`config.mk`:
```
export PLATFORM = sky130hd
export DESIGN_NAME = multicycle_controller_flat
export DESIGN_NICKNAME = d
export VERILOG_FILES = /design/src/rtl/riscv_ctrl_pkg.sv /design/src/rtl/multicycle_controller_if.sv /design/src/rtl/ctrl_opcode_decode.sv /design/src/rtl/multicycle_controller.sv /design/src/flat_wrapper.sv
export SDC_FILE = /design/constraint.sdc
export NUM_CORES = 1
export LEC_CHECK = 0
export ABC_AREA = 0
export CAP_MARGIN = 10
export CORE_UTILIZATION = 38
export CTS_CLUSTER_SIZE = 8
export DETAILED_ROUTE_END_ITERATION = 16
export PLACE_DENSITY = 0.66
export SETUP_SLACK_MARGIN = 0.1
export SLEW_MARGIN = 20
export SYNTH_ARGS = -nofsm -noshare
export SYNTH_HDL_FRONTEND = slang
export SYNTH_SLANG_ARGS = --single-unit
```
`constraint.sdc`:
```
create_clock -name clk -period 1.75 [get_ports clk]
set_input_delay 0.175 -clock clk [delete_from_list [all_inputs] [get_ports clk]]
set_output_delay 0.175 -clock clk [all_outputs]
set_load 0.01 [all_outputs]
```
`src/rtl/riscv_ctrl_pkg.sv`:
```
// Shared encodings for the multi-cycle control unit: opcodes, FSM states,
// instruction classes and the datapath select encodings.
package riscv_ctrl_pkg;

  localparam logic [6:0] OP_R    = 7'b0110011;
  localparam logic [6:0] OP_LW   = 7'b0000011;
  localparam logic [6:0] OP_SW   = 7'b0100011;
  localparam logic [6:0] OP_BR   = 7'b1100011;
  localparam logic [6:0] OP_I    = 7'b0010011;
  localparam logic [6:0] OP_LUI  = 7'b0110111;
  localparam logic [6:0] OP_JAL  = 7'b1101111;
  localparam logic [6:0] OP_JALR = 7'b1100111;
  localparam logic [6:0] OP_HALT = 7'b0000001;

  typedef enum logic [2:0] {
    S_FETCH,
    S_DECODE,
    S_EXEC,
    S_MEM,
    S_WB,
    S_HALTED,
    S_TRAPPED
  } state_t;

  typedef enum logic [3:0] {
    CLS_NONE,
    CLS_R,
    CLS_LW,
    CLS_SW,
    CLS_BR,
    CLS_I,
    CLS_LUI,
    CLS_JAL,
    CLS_JALR,
    CLS_HALT
  } iclass_t;

  localparam logic [1:0] ALUOP_ADD   = 2'b00;
  localparam logic [1:0] ALUOP_BR    = 2'b01;
  localparam logic [1:0] ALUOP_FUNCT = 2'b10;
  localparam logic [1:0] ALUOP_LUI   = 2'b11;

  localparam logic [1:0] PCSRC_PLUS4 = 2'b00;
  localparam logic [1:0] PCSRC_IMM   = 2'b01;
  localparam logic [1:0] PCSRC_ALU   = 2'b10;

  localparam logic [1:0] WB_ALU = 2'b00;
  localparam logic [1:0] WB_MEM = 2'b01;
  localparam logic [1:0] WB_PC4 = 2'b10;

  localparam logic [1:0] TC_NONE    = 2'b00;
  localparam logic [1:0] TC_ILLEGAL = 2'b01;
  localparam logic [1:0] TC_IMEM    = 2'b10;
  localparam logic [1:0] TC_DMEM    = 2'b11;

endpackage

```
`src/rtl/multicycle_controller_if.sv`:
```
// Control bundle between the multi-cycle controller (master) and the
// datapath/memories (slave).
interface multicycle_controller_if #(
  parameter int RETIRE_W = 32
);
  logic [6:0]          Opcode;
  logic                BranchTaken;
  logic                imem_ready;
  logic                dmem_ready;
  logic                imem_req;
  logic                IRWrite;
  logic                PCWrite;
  logic [1:0]          PCSrc;
  logic                ALUSrc;
  logic [1:0]          ALUOp;
  logic                MemRead;
  logic                MemWrite;
  logic [1:0]          WBSel;
  logic                RegWrite;
  logic                Halt;
  logic                Trap;
  logic [1:0]          TrapCause;
  logic [RETIRE_W-1:0] retired;

  modport master (
    input  Opcode, BranchTaken, imem_ready, dmem_ready,
    output imem_req, IRWrite, PCWrite, PCSrc, ALUSrc, ALUOp,
           MemRead, MemWrite, WBSel, RegWrite, Halt, Trap, TrapCause, retired
  );

  modport slave (
    output Opcode, BranchTaken, imem_ready, dmem_ready,
    input  imem_req, IRWrite, PCWrite, PCSrc, ALUSrc, ALUOp,
           MemRead, MemWrite, WBSel, RegWrite, Halt, Trap, TrapCause, retired
  );
endinterface

```
`src/rtl/ctrl_opcode_decode.sv`:
```
// Combinational opcode-to-class mapping; anything unrecognised is illegal.
module ctrl_opcode_decode
  import riscv_ctrl_pkg::*;
(
  input  logic [6:0] i_opcode,
  output iclass_t    o_class,
  output logic       o_illegal
);

  // Map the raw opcode onto an instruction class.
  always_comb begin
    o_class   = CLS_NONE;
    o_illegal = 1'b0;
    case (i_opcode)
      OP_R:    o_class = CLS_R;
      OP_LW:   o_class = CLS_LW;
      OP_SW:   o_class = CLS_SW;
      OP_BR:   o_class = CLS_BR;
      OP_I:    o_class = CLS_I;
      OP_LUI:  o_class = CLS_LUI;
      OP_JAL:  o_class = CLS_JAL;
      OP_JALR: o_class = CLS_JALR;
      OP_HALT: o_class = CLS_HALT;
      default: o_illegal = 1'b1;
    endcase
  end

endmodule

```
`src/rtl/multicycle_controller.sv`:
```
// Multi-cycle main control unit: sequences each instruction through
// fetch/decode/execute/memory/write-back with ready-handshaked memories,
// a wait timeout trap and a retired-instruction counter.
//
// state     | meaning
// ----------+--------------------------------------------------------
// S_FETCH   | request instruction; load IR when imem_ready
// S_DECODE  | latch instruction class, pick halt/trap/execute
// S_EXEC    | ALU controls; branches resolve and retire here
// S_MEM     | hold data strobe until dmem_ready; SW retires here
// S_WB      | register write and PC update; retire
// S_HALTED  | halt executed; absorbing until reset
// S_TRAPPED | illegal opcode or memory timeout; absorbing until reset
module multicycle_controller
  import riscv_ctrl_pkg::*;
#(
  parameter int MEM_TIMEOUT = 15,
  parameter int RETIRE_W    = 32
) (
  input logic clk,
  input logic reset,
  multicycle_controller_if.master bus
);

  localparam int CNT_W = $clog2(MEM_TIMEOUT + 1);
  localparam logic [CNT_W-1:0] TIMEOUT_CNT = CNT_W'(MEM_TIMEOUT);

  state_t              r_state, w_state_nxt;
  iclass_t             r_class, w_dec_class;
  logic                w_dec_illegal;
  logic [CNT_W-1:0]    r_wait_cnt;
  logic [RETIRE_W-1:0] r_retired;
  logic                r_halt, r_trap;
  logic [1:0]          r_trap_cause;

  logic       w_ready, w_timeout, w_retire, w_halt_set, w_trap_set;
  logic [1:0] w_trap_cause;
  logic       w_imem_req, w_irwrite, w_pcwrite, w_alusrc;
  logic       w_memread, w_memwrite, w_regwrite;
  logic [1:0] w_pcsrc, w_aluop, w_wbsel;

  ctrl_opcode_decode u_decode (
    .i_opcode  (bus.Opcode),
    .o_class   (w_dec_class),
    .o_illegal (w_dec_illegal)
  );

  assign w_ready   = (r_state == S_FETCH) ? bus.imem_ready : bus.dmem_ready;
  assign w_timeout = (r_wait_cnt == TIMEOUT_CNT) && !w_ready;

  // Next-state and datapath strobe decode from registered state and class.
  always_comb begin
    w_state_nxt  = r_state;
    w_retire     = 1'b0;
    w_halt_set   = 1'b0;
    w_trap_set   = 1'b0;
    w_trap_cause = TC_NONE;
    w_imem_req   = 1'b0;
    w_irwrite    = 1'b0;
    w_pcwrite    = 1'b0;
    w_pcsrc      = PCSRC_PLUS4;
    w_alusrc     = 1'b0;
    w_aluop      = ALUOP_ADD;
    w_memread    = 1'b0;
    w_memwrite   = 1'b0;
    w_wbsel      = WB_ALU;
    w_regwrite   = 1'b0;
    case (r_state)
      S_FETCH: begin
        w_imem_req = 1'b1;
        if (bus.imem_ready) begin
          w_irwrite   = 1'b1;
          w_state_nxt = S_DECODE;
        end else if (w_timeout) begin
          w_trap_set   = 1'b1;
          w_trap_cause = TC_IMEM;
          w_state_nxt  = S_TRAPPED;
        end
      end
      S_DECODE: begin
        if (w_dec_illegal) begin
          w_trap_set   = 1'b1;
          w_trap_cause = TC_ILLEGAL;
          w_state_nxt  = S_TRAPPED;
        end else if (w_dec_class == CLS_HALT) begin
          w_halt_set  = 1'b1;
          w_state_nxt = S_HALTED;
        end else begin
          w_state_nxt = S_EXEC;
        end
      end
      S_EXEC: begin
        w_state_nxt = S_WB;
        case (r_class)
          CLS_R:  w_aluop = ALUOP_FUNCT;
          CLS_I: begin
            w_alusrc = 1'b1;
            w_aluop  = ALUOP_FUNCT;
          end
          CLS_LW, CLS_SW: begin
            w_alusrc    = 1'b1;
            w_state_nxt = S_MEM;
          end
          CLS_BR: begin
            w_aluop     = ALUOP_BR;
            w_pcwrite   = 1'b1;
            w_pcsrc     = bus.BranchTaken ? PCSRC_IMM : PCSRC_PLUS4;
            w_retire    = 1'b1;
            w_state_nxt = S_FETCH;
          end
          CLS_LUI: begin
            w_alusrc = 1'b1;
            w_aluop  = ALUOP_LUI;
          end
          CLS_JALR: w_alusrc = 1'b1;
          default: ;
        endcase
      end
      S_MEM: begin
        w_alusrc   = 1'b1;
        w_memread  = (r_class == CLS_LW);
        w_memwrite = (r_class == CLS_SW);
        if (bus.dmem_ready) begin
          if (r_class == CLS_SW) begin
            w_pcwrite   = 1'b1;
            w_retire    = 1'b1;
            w_state_nxt = S_FETCH;
          end else begin
            w_state_nxt = S_WB;
          end
        end else if (w_timeout) begin
          w_trap_set   = 1'b1;
          w_trap_cause = TC_DMEM;
          w_state_nxt  = S_TRAPPED;
        end
      end
      S_WB: begin
        w_regwrite  = 1'b1;
        w_pcwrite   = 1'b1;
        w_retire    = 1'b1;
        w_state_nxt = S_FETCH;
        case (r_class)
          CLS_LW:  w_wbsel = WB_MEM;
          CLS_JAL: begin
            w_wbsel = WB_PC4;
            w_pcsrc = PCSRC_IMM;
          end
          CLS_JALR: begin
            w_wbsel  = WB_PC4;
            w_pcsrc  = PCSRC_ALU;
            w_alusrc = 1'b1;
          end
          default: ;
        endcase
      end
      S_HALTED, S_TRAPPED: ;
      default: w_state_nxt = S_FETCH;
    endcase
  end

  // State register.
  always_ff @(posedge clk or negedge reset) begin
    if (!reset) r_state <= S_FETCH;
    else        r_state <= w_state_nxt;
  end

  // Instruction class is captured once, in DECODE, and held for the rest of the instruction.
  always_ff @(posedge clk or negedge reset) begin
    if (!reset)                   r_class <= CLS_NONE;
    else if (r_state == S_DECODE) r_class <= w_dec_class;
  end

  // Wait counter: cleared on every state change, counts while stalled in FETCH or MEM.
  always_ff @(posedge clk or negedge reset) begin
    if (!reset)                                         r_wait_cnt <= '0;
    else if (w_state_nxt != r_state)                    r_wait_cnt <= '0;
    else if ((r_state == S_FETCH) || (r_state == S_MEM)) r_wait_cnt <= r_wait_cnt + CNT_W'(1);
  end

  // Retired counter, wrapping naturally at its width.
  always_ff @(posedge clk or negedge reset) begin
    if (!reset)        r_retired <= '0;
    else if (w_retire) r_retired <= r_retired + RETIRE_W'(1);
  end

  // Sticky halt/trap status with the trap cause.
  always_ff @(posedge clk or negedge reset) begin
    if (!reset) begin
      r_halt       <= 1'b0;
      r_trap       <= 1'b0;
      r_trap_cause <= TC_NONE;
    end else begin
      if (w_halt_set) r_halt <= 1'b1;
      if (w_trap_set) begin
        r_trap       <= 1'b1;
        r_trap_cause <= w_trap_cause;
      end
    end
  end

  // Strobes are gated by reset so they drop the moment reset asserts, even
  // though the state register would otherwise show FETCH.
  assign bus.imem_req  = w_imem_req & reset;
  assign bus.IRWrite   = w_irwrite & reset;
  assign bus.PCWrite   = w_pcwrite & reset;
  assign bus.PCSrc     = w_pcsrc & {2{reset}};
  assign bus.ALUSrc    = w_alusrc & reset;
  assign bus.ALUOp     = w_aluop & {2{reset}};
  assign bus.MemRead   = w_memread & reset;
  assign bus.MemWrite  = w_memwrite & reset;
  assign bus.WBSel     = w_wbsel & {2{reset}};
  assign bus.RegWrite  = w_regwrite & reset;
  assign bus.Halt      = r_halt;
  assign bus.Trap      = r_trap;
  assign bus.TrapCause = r_trap_cause;
  assign bus.retired   = r_retired;

endmodule

```
`src/flat_wrapper.sv`:
```
// flat-port wrapper written by rule: the top's interface ports become plain ports
module multicycle_controller_flat import riscv_ctrl_pkg::*;
#(
  parameter int MEM_TIMEOUT = 15,
  parameter int RETIRE_W    = 32
)
  (clk, reset, bus_Opcode, bus_BranchTaken, bus_imem_ready, bus_dmem_ready, bus_imem_req, bus_IRWrite, bus_PCWrite, bus_PCSrc, bus_ALUSrc, bus_ALUOp, bus_MemRead, bus_MemWrite, bus_WBSel, bus_RegWrite, bus_Halt, bus_Trap, bus_TrapCause, bus_retired);
  multicycle_controller_if #(.RETIRE_W(RETIRE_W)) bus_i ();
  input logic clk;
  input logic reset;
  input wire logic [$bits(bus_i.Opcode)-1:0] bus_Opcode;
  input wire logic [$bits(bus_i.BranchTaken)-1:0] bus_BranchTaken;
  input wire logic [$bits(bus_i.imem_ready)-1:0] bus_imem_ready;
  input wire logic [$bits(bus_i.dmem_ready)-1:0] bus_dmem_ready;
  output wire logic [$bits(bus_i.imem_req)-1:0] bus_imem_req;
  output wire logic [$bits(bus_i.IRWrite)-1:0] bus_IRWrite;
  output wire logic [$bits(bus_i.PCWrite)-1:0] bus_PCWrite;
  output wire logic [$bits(bus_i.PCSrc)-1:0] bus_PCSrc;
  output wire logic [$bits(bus_i.ALUSrc)-1:0] bus_ALUSrc;
  output wire logic [$bits(bus_i.ALUOp)-1:0] bus_ALUOp;
  output wire logic [$bits(bus_i.MemRead)-1:0] bus_MemRead;
  output wire logic [$bits(bus_i.MemWrite)-1:0] bus_MemWrite;
  output wire logic [$bits(bus_i.WBSel)-1:0] bus_WBSel;
  output wire logic [$bits(bus_i.RegWrite)-1:0] bus_RegWrite;
  output wire logic [$bits(bus_i.Halt)-1:0] bus_Halt;
  output wire logic [$bits(bus_i.Trap)-1:0] bus_Trap;
  output wire logic [$bits(bus_i.TrapCause)-1:0] bus_TrapCause;
  output wire logic [$bits(bus_i.retired)-1:0] bus_retired;
  assign bus_i.Opcode = bus_Opcode;
  assign bus_i.BranchTaken = bus_BranchTaken;
  assign bus_i.imem_ready = bus_imem_ready;
  assign bus_i.dmem_ready = bus_dmem_ready;
  assign bus_imem_req = bus_i.imem_req;
  assign bus_IRWrite = bus_i.IRWrite;
  assign bus_PCWrite = bus_i.PCWrite;
  assign bus_PCSrc = bus_i.PCSrc;
  assign bus_ALUSrc = bus_i.ALUSrc;
  assign bus_ALUOp = bus_i.ALUOp;
  assign bus_MemRead = bus_i.MemRead;
  assign bus_MemWrite = bus_i.MemWrite;
  assign bus_WBSel = bus_i.WBSel;
  assign bus_RegWrite = bus_i.RegWrite;
  assign bus_Halt = bus_i.Halt;
  assign bus_Trap = bus_i.Trap;
  assign bus_TrapCause = bus_i.TrapCause;
  assign bus_retired = bus_i.retired;
  multicycle_controller #(.MEM_TIMEOUT(MEM_TIMEOUT), .RETIRE_W(RETIRE_W)) u_core (.clk(clk), .reset(reset), .bus(bus_i));
endmodule
```
==> impl_metrics.py, run 1 <==
metrics = {
    "outcome": {
        "status": "finished, violations left",
        "failed_checks": "setup timing",
    },
    "timing": {
        "final.min_clock_period_ns": 2.009,
        "fin_ws_ns": -0.2593,
        "rsz0062_at_grt": "true",
        "fmax_mhz": 497.7,
        "worst_slew_pin_slew_ns": 0.5063,
        "post-route-period-util_pct": 114.8,
        "maxSlewHeadroom_pct": 66.24,
        "maxSlewViolCount": 0,
        "hold_viol": 0,
        "finalSetupViolCount": 36,
        "tns_ns": -5.829,
        "clock_skew_ns": 0.01049,
        "whs_ns": 0.4677,
    },
    "worst_setup_path": {
        "critPathMaxStageDelay_ns": 0.45,
        "cpMostUsedCell": "buf_6",
        "critical_path_cell_count": 8,
        "reg2reg_setup_slack_ns": -0.26,
        "critPathBufInv": 3,
        "worstPathCellList": "nor4b_4, buf_4, buf_6, a31oi_4, buf_6, a211o_4, nor3_4, xor2_1",
        "crit_path_end": "u_core.bus.retired[25]",
        "crit_required_ns": 1.99,
        "setup.worst_path.start": "u_core.r_state[0]",
        "crit_slowest_cell": "dfrtp_1",
        "cp.arrival_ns": 2.25,
        "r2r_start": "u_core.r_state[0]",
        "critPathKind": "flip-flop to flip-flop",
        "r2r_end": "u_core.bus.retired[25]",
        "cp-start-kind": "flip-flop",
        "end_kind": "flip-flop",
        "rr_worst_depth": 8,
        "crit_family": "compound AO/OA/AOI/OAI gates",
        "critPathMaxFanout": 7,
    },
    "route": {
        "vias_per_cell": 5.030,
        "drt_first_pass_iters": 4,
        "drtIter0Drc": 93,
        "routed_wl_mm": 7.415,
        "drc": 0,
        "vias": 2641,
        "routedWlPerCell_um": 14.12,
        "ant_nets": 0,
    },
    "finish": {
        "fin_nets": 442,
        "drive_gt1_share_pct": 39.16,
        "design_area_um2": 4532,
        "insertedDiodeCount": 0,
        "mostFrequentLayoutCells": "64 x buf_4, 46 x clkdlybuf4s50_1, 40 x dfrtp_1",
        "mostFrequentLayoutCell": "buf_4",
        "syn_to_final_growth_pct": 68.31,
    },
    "pwr": {
        "p_leak_nw": 1.948,
        "p_per_area_nw_per_um2": 426.1,
        "vdd_drop_max_mv": 0.2735,
    },
    "clock_network": {
        "clockBufferDepth": 2,
        "clock_sinks": 47,
        "cts_tree": "yes",
        "htreeDepth": 2,
        "cts_made_buffers": 5,
        "ctsRootBufferMaster": "clkbuf_8",
        "clk_pin_slew_ns": 0.09,
        "worstSkewPairLatency_ns": 0.31,
    },
    "synthesis": {
        "synth-seq-cells": 47,
        "synthFlopType": "dfrtp_1",
        "synth_edf_count": 0,
        "syn-num-nets": 299,
        "synth-async-reset-ratio_pct": 100.0,
        "yosysUniqueCellTypes": 52,
        "yosys-top-cells-area": "dfrtp_1 44%, xor2_1 6.5%, xnor2_1 5.2%, nor2_1 4.0%, nand4_1 3.0%",
        "ys_seq_area_share_pct": 43.68,
        "synth_cells": 285,
        "yosysWarnings": 0,
        "syn_avg_cell_area_um2": 9.448,
        "syn_area_um2": 2693,
        "synthDominantCellAreaShare_pct": 43.68,
        "synth_top_cell_by_area": "dfrtp_1",
    },
    "floorplan": {
        "dieHeight_um": 86.18,
        "fp.dieW_um": 86.18,
        "std_cell_rows": 30,
        "io_pins": 61,
        "dieArea_um2": 7426,
        "initial_core_util_pct": 39.41,
        "core_um2": 6832,
    },
    "placed_design": {
        "dpl.hpwl_mm": 5.158,
        "placed_area_um2": 3936,
        "portBuffers": 60,
        "place_congestion": 0.8686,
    },
    "global_routing": {
        "grt_max_degree": 41,
        "grt_pass1_vias": 2609,
        "track_usage_pct": 20.77,
        "grt_pass1_wl_mm": 11.99,
        "antenna_found_initial": 0,
        "grt_overflow": 0,
    },
    "hold_path": {
        "hold_class": "flip-flop to flip-flop",
        "min_from": "u_core.bus.retired[31]",
    },
    "run": {
        "cap_violations": 0,
    },
}
## state kept, by name, summed over array words and instances (netlist names)
name	flops
u_core.bus.Trap	1
u_core.r_wait_cnt	4
u_core.bus.TrapCause	2
u_core.r_class	4
u_core.r_state	3
u_core.bus.Halt	1
u_core.bus.retired	32
## what timing repair did
| action | in CTS | in global routing |
|---|---|---|
| setup endpoints to repair | 43 | 58 |
| endpoints found under the hold margin | 7 | 0 |
| buffers inserted | 16 | 10 |
| resized for setup | 120 | 25 |
| hold buffers | 1 | 0 |
| pin swaps | 27 | 23 |
## metrics by stage
step	total power (W)	setup slack, ns	instances	utilization [%]
2_1_floorplan	0.001141	-0.07414	285	-
3_3_place_gp	0.001231	-0.2159	496	57.62
3_5_place_dp	0.001234	-0.2340	496	57.62
4_1_cts	0.001942	-0.2255	519	64.36
5_1_grt	0.002016	-0.3772	525	66.34
6_report	0.001931	-0.2593	525	66.34
## final cells by class
type | instances | area (µm²)
multi-input combinational | 220 | 1772
fill | 569 | 2300
clock inverter | 2 | 16.27
tap | 96 | 120.1
inverter | 7 | 26.28
timing repair buffer | 147 | 1330
clock buffer | 6 | 82.58
sequential | 47 | 1185
## report_power, final
| part | switching [W] | internal (W) | total, W | leakage [nW] |
|---|---|---|---|---|
| Sequential | 0.00000130 | 0.00109 | 0.00109 | 0.527 |
| Combinational | 0.0000665 | 0.0000638 | 0.000130 | 1.37 |
| Clock | 0.000390 | 0.000323 | 0.000712 | 0.0474 |
## layer usage
metal	GRT usage [%]	wire length [µm]
met4	7.576	169
met5	0	0
met1	24.42	3124
met3	4.476	270
met2	37.23	3851
## logic make-up after synthesis
group / synth area share (%)
DFF: 43.68
adders and majority gates: 0.9292
and+or+nand+nor: 29.00
AOI/OAI and AO/OA: 10.59
muxes: 1.162
buffers and inverters: 2.928
xor gates and xnor gates: 11.71
## Yosys cell counts (all sizes together) (5+ instances only)
cell type	number
nor2b	8
inv	7
nand4	14
o21ai	5
nor2	29
dfrtp	47
and3	8
a21oi	14
xor2	20
and2	5
xnor2	16
nand2	21
nand3	15
nor3	13
nand2b	5
clkbuf	8
## worst min path at each step
stage / endpoint / cells past startpoint / slack (ns)
2_1_floorplan: u_core.bus.Halt / 0 / -0.12
3_3_place_gp: u_core.r_state[0] / 2 / 0.19
3_5_place_dp: u_core.r_state[0] / 2 / 0.21
4_1_cts: u_core.r_state[0] / 3 / 0.45
5_1_grt: u_core.bus.retired[31] / 1 / 0.49
6_report: u_core.bus.retired[31] / 1 / 0.47
## worst register-to-register path, delay by kind of cell, from the launching register on
kind	cells	cell delay (ns)
AOI/OAI and AO/OA	2	0.48
DFF	1	0.45
buffers and inverters	3	0.39
xor gates and xnor gates	1	0.16
and+or+nand+nor	2	0.44
(Power assumes the default switching activity.)
==> inputs of run 2 (changes only) <==
--- a/config.mk
+++ b/config.mk
@@ -7,6 +7,7 @@
 export LEC_CHECK = 0
 export ABC_AREA = 0
 export CAP_MARGIN = 10
+export CORE_ASPECT_RATIO = 0.75
 export CORE_UTILIZATION = 38
 export CTS_CLUSTER_SIZE = 8
 export DETAILED_ROUTE_END_ITERATION = 16
==> run 2 against run 1 <==
The run still ends with setup timing left. First-iteration DRC count rose by 63%. Critical endpoint is now u_core.bus.retired[17]. Sequential share of layout area fell by 1.1 points. Core utilization rose by 3.1 points. Global-route usage rose by 0.45 points. Worst hold slack got worse by 0.47 ns. Count of clock-buffer cells in the layout fell by 1. Register-to-register slack improved by 0.03 ns. Critical path type unchanged. Setup slack improved by 0.032 ns. Power rose by 6.6%. Largest power group unchanged. Die area barely moved. Non-clock buffer count rose by 14.
==> impl_metrics.py, run 2 (synthesis results as in run 1) <==
metrics = {
    "outcome": {
        "status": "finished, violations left",
        "failed_checks": "setup timing",
    },
    "worst_setup_path": {
        "critPathBufInv": 2,
        "critPathKind": "flip-flop to flip-flop",
        "critPathMaxStageDelay_ns": 0.46,
        "crit_slowest_cell": "dfrtp_2",
        "crit_required_ns": 1.98,
        "critPathMaxFanout": 7,
        "cp-start-kind": "flip-flop",
        "end_kind": "flip-flop",
        "cp.arrival_ns": 2.21,
        "worstPathCellList": "buf_4, nor3b_4, nand4_1, buf_6, a211o_4, nor3_4, xor2_1",
        "crit_family": "simple AND/OR/NAND/NOR gates",
    },
    "pwr": {
        "power_frac_seq_pct": 52.8,
        "p_per_area_nw_per_um2": 434.2,
        "power_frac_clock_pct": 40.5,
        "swShare_pct": 23.36,
        "p_switching_w": 0.0004811,
        "vdd_drop_max_mv": 0.4373,
        "p_comb_share_pct": 6.7,
        "total_power_w": 0.002060,
        "p_int_w": 0.001578,
        "p_leak_nw": 2.085,
    },
    "timing": {
        "final.min_clock_period_ns": 1.977,
        "whs_ns": 0.001782,
        "clock_skew_ns": 0.007792,
        "fin_ws_ns": -0.2272,
        "maxSlewHeadroom_pct": 72.31,
        "fmax_mhz": 505.8,
        "rsz0062_at_grt": "true",
        "worst_slew_pin_slew_ns": 0.4119,
        "hold_viol": 0,
        "maxSlewViolCount": 0,
        "finalSetupViolCount": 40,
        "post-route-period-util_pct": 113.0,
    },
    "finish": {
        "fin_nets": 456,
        "insertedDiodeCount": 0,
        "largest_register_ffs": 32,
        "syn_to_final_growth_pct": 76.16,
        "design_area_um2": 4743,
        "drive_gt1_share_pct": 44.24,
        "layoutNonFillerInstCount": 527,
        "mostFrequentLayoutCell": "buf_4",
        "final_util_pct": 69.43,
        "mostFrequentLayoutCells": "75 x buf_4, 45 x clkdlybuf4s50_1, 39 x dfrtp_1",
    },
    "route": {
        "routedWlPerCell_um": 15.87,
        "drtIter0Drc": 152,
        "drc": 0,
        "ant_nets": 0,
        "drt_first_pass_iters": 4,
        "vias_per_cell": 5.264,
        "vias": 2774,
        "routed_wl_mm": 8.365,
    },
    "floorplan": {
        "initial_core_util_pct": 39.41,
        "core_um2": 6832,
        "io_pins": 61,
        "fp.dieW_um": 99.20,
        "dieArea_um2": 7430,
        "std_cell_rows": 26,
        "dieHeight_um": 74.90,
    },
    "placed_design": {
        "portBuffers": 60,
        "placed_area_um2": 3921,
        "dpl.cell_count": 484,
        "place_congestion": 0.7894,
        "dpl.hpwl_mm": 5.276,
    },
    "clock_network": {
        "ctsRootBufferMaster": "clkbuf_8",
        "htreeDepth": 2,
        "clockBufferDepth": 2,
        "cts_made_buffers": 5,
        "clock_sinks": 47,
        "clk_pin_slew_ns": 0.10,
        "cts_tree": "yes",
        "worstSkewPairLatency_ns": 0.30,
    },
    "global_routing": {
        "antenna_found_initial": 0,
        "grt_pass1_vias": 2506,
        "grt_overflow": 0,
        "grt_max_degree": 25,
        "grt_pass1_wl_mm": 12.36,
        "track_usage_pct": 21.22,
    },
    "run": {
        "cap_violations": 0,
    },
    "hold_path": {
        "hold_class": "input port to async pin",
    },
}
[run 2: cell types whose count changed in the layout (fill, tap and decap cells not counted), sizes merged]
| cell | delta |
|---|---|
| clkinvlp | -1 |
| buf | +13 |
| clkinv | +1 |
| bufinv | +1 |
| dlymetal6s2s | +1 |
| clkdlybuf4s50 | -1 |
[run 2: stage by stage]
stage / TNS [ns] / worst slack (ns)
2_1_floorplan: -0.2366 / -0.07414
3_3_place_gp: -3.067 / -0.1739
3_5_place_dp: -4.884 / -0.2020
4_1_cts: -2.527 / -0.1815
5_1_grt: -7.692 / -0.3101
6_report: -5.032 / -0.2272
[run 2: per-layer routing]
metal	vias up	GRT usage (%)	wire [µm]
met1	1338	32.01	4060
met4	0	3.105	42
met5	-	0	0
li1	1342	-	-
met2	87	33.33	3910
met3	7	3.064	352
[run 2: cell type report]
cell class / instances / area (µm²)
Clock buffer: 5 / 68.82
Clock inverter: 3 / 43.79
Timing Repair Buffer: 161 / 1459
Multi-Input combinational cell: 220 / 1854
Sequential cell: 47 / 1186
Inverter: 7 / 26.28
Tap cell: 84 / 105.1
Fill cell: 479 / 2088
[run 2: final timing paths]
| path | end | startpoint | depth (start not counted) | slack [ns] |
|---|---|---|---|---|
| setup / recovery | u_core.bus.retired[17] | u_core.r_class[3] | 7 | -0.23 |
| max in group asynchronous | u_core.bus.retired[0] | reset | 2 | 1.28 |
| min in group clk | u_core.bus.retired[31] | u_core.bus.retired[31] | 1 | 0.48 |
| setup reg to reg | u_core.bus.retired[17] | u_core.r_class[3] | 7 | -0.23 |
| hold reg to reg | u_core.bus.retired[31] | u_core.bus.retired[31] | 1 | 0.48 |
| hold / removal | u_core.bus.retired[3] | reset | 2 | 0.002 |
[run 2: timing repair]
action                     in CTS  in global routing
gates cloned                    1                  1
setup endpoints to repair      46                 56
buffers inserted               19                 15
hold endpoints to repair        1                  0
gates resized for setup       111                 55
pin swaps                      35                 41
hold buffers                    1                  0
[run 2: power by group through the flow]
stage	clock (W)	sequential, W	combinational, W
final	0.000833	0.00109	0.000138
after global routing	0.000895	0.00109	0.000151
after CTS	0.000838	0.00109	0.000131
after detailed placement	0	0.00111	0.000125
after global placement	0	0.00111	0.000122
after floorplan	0	0.00111	0.0000291
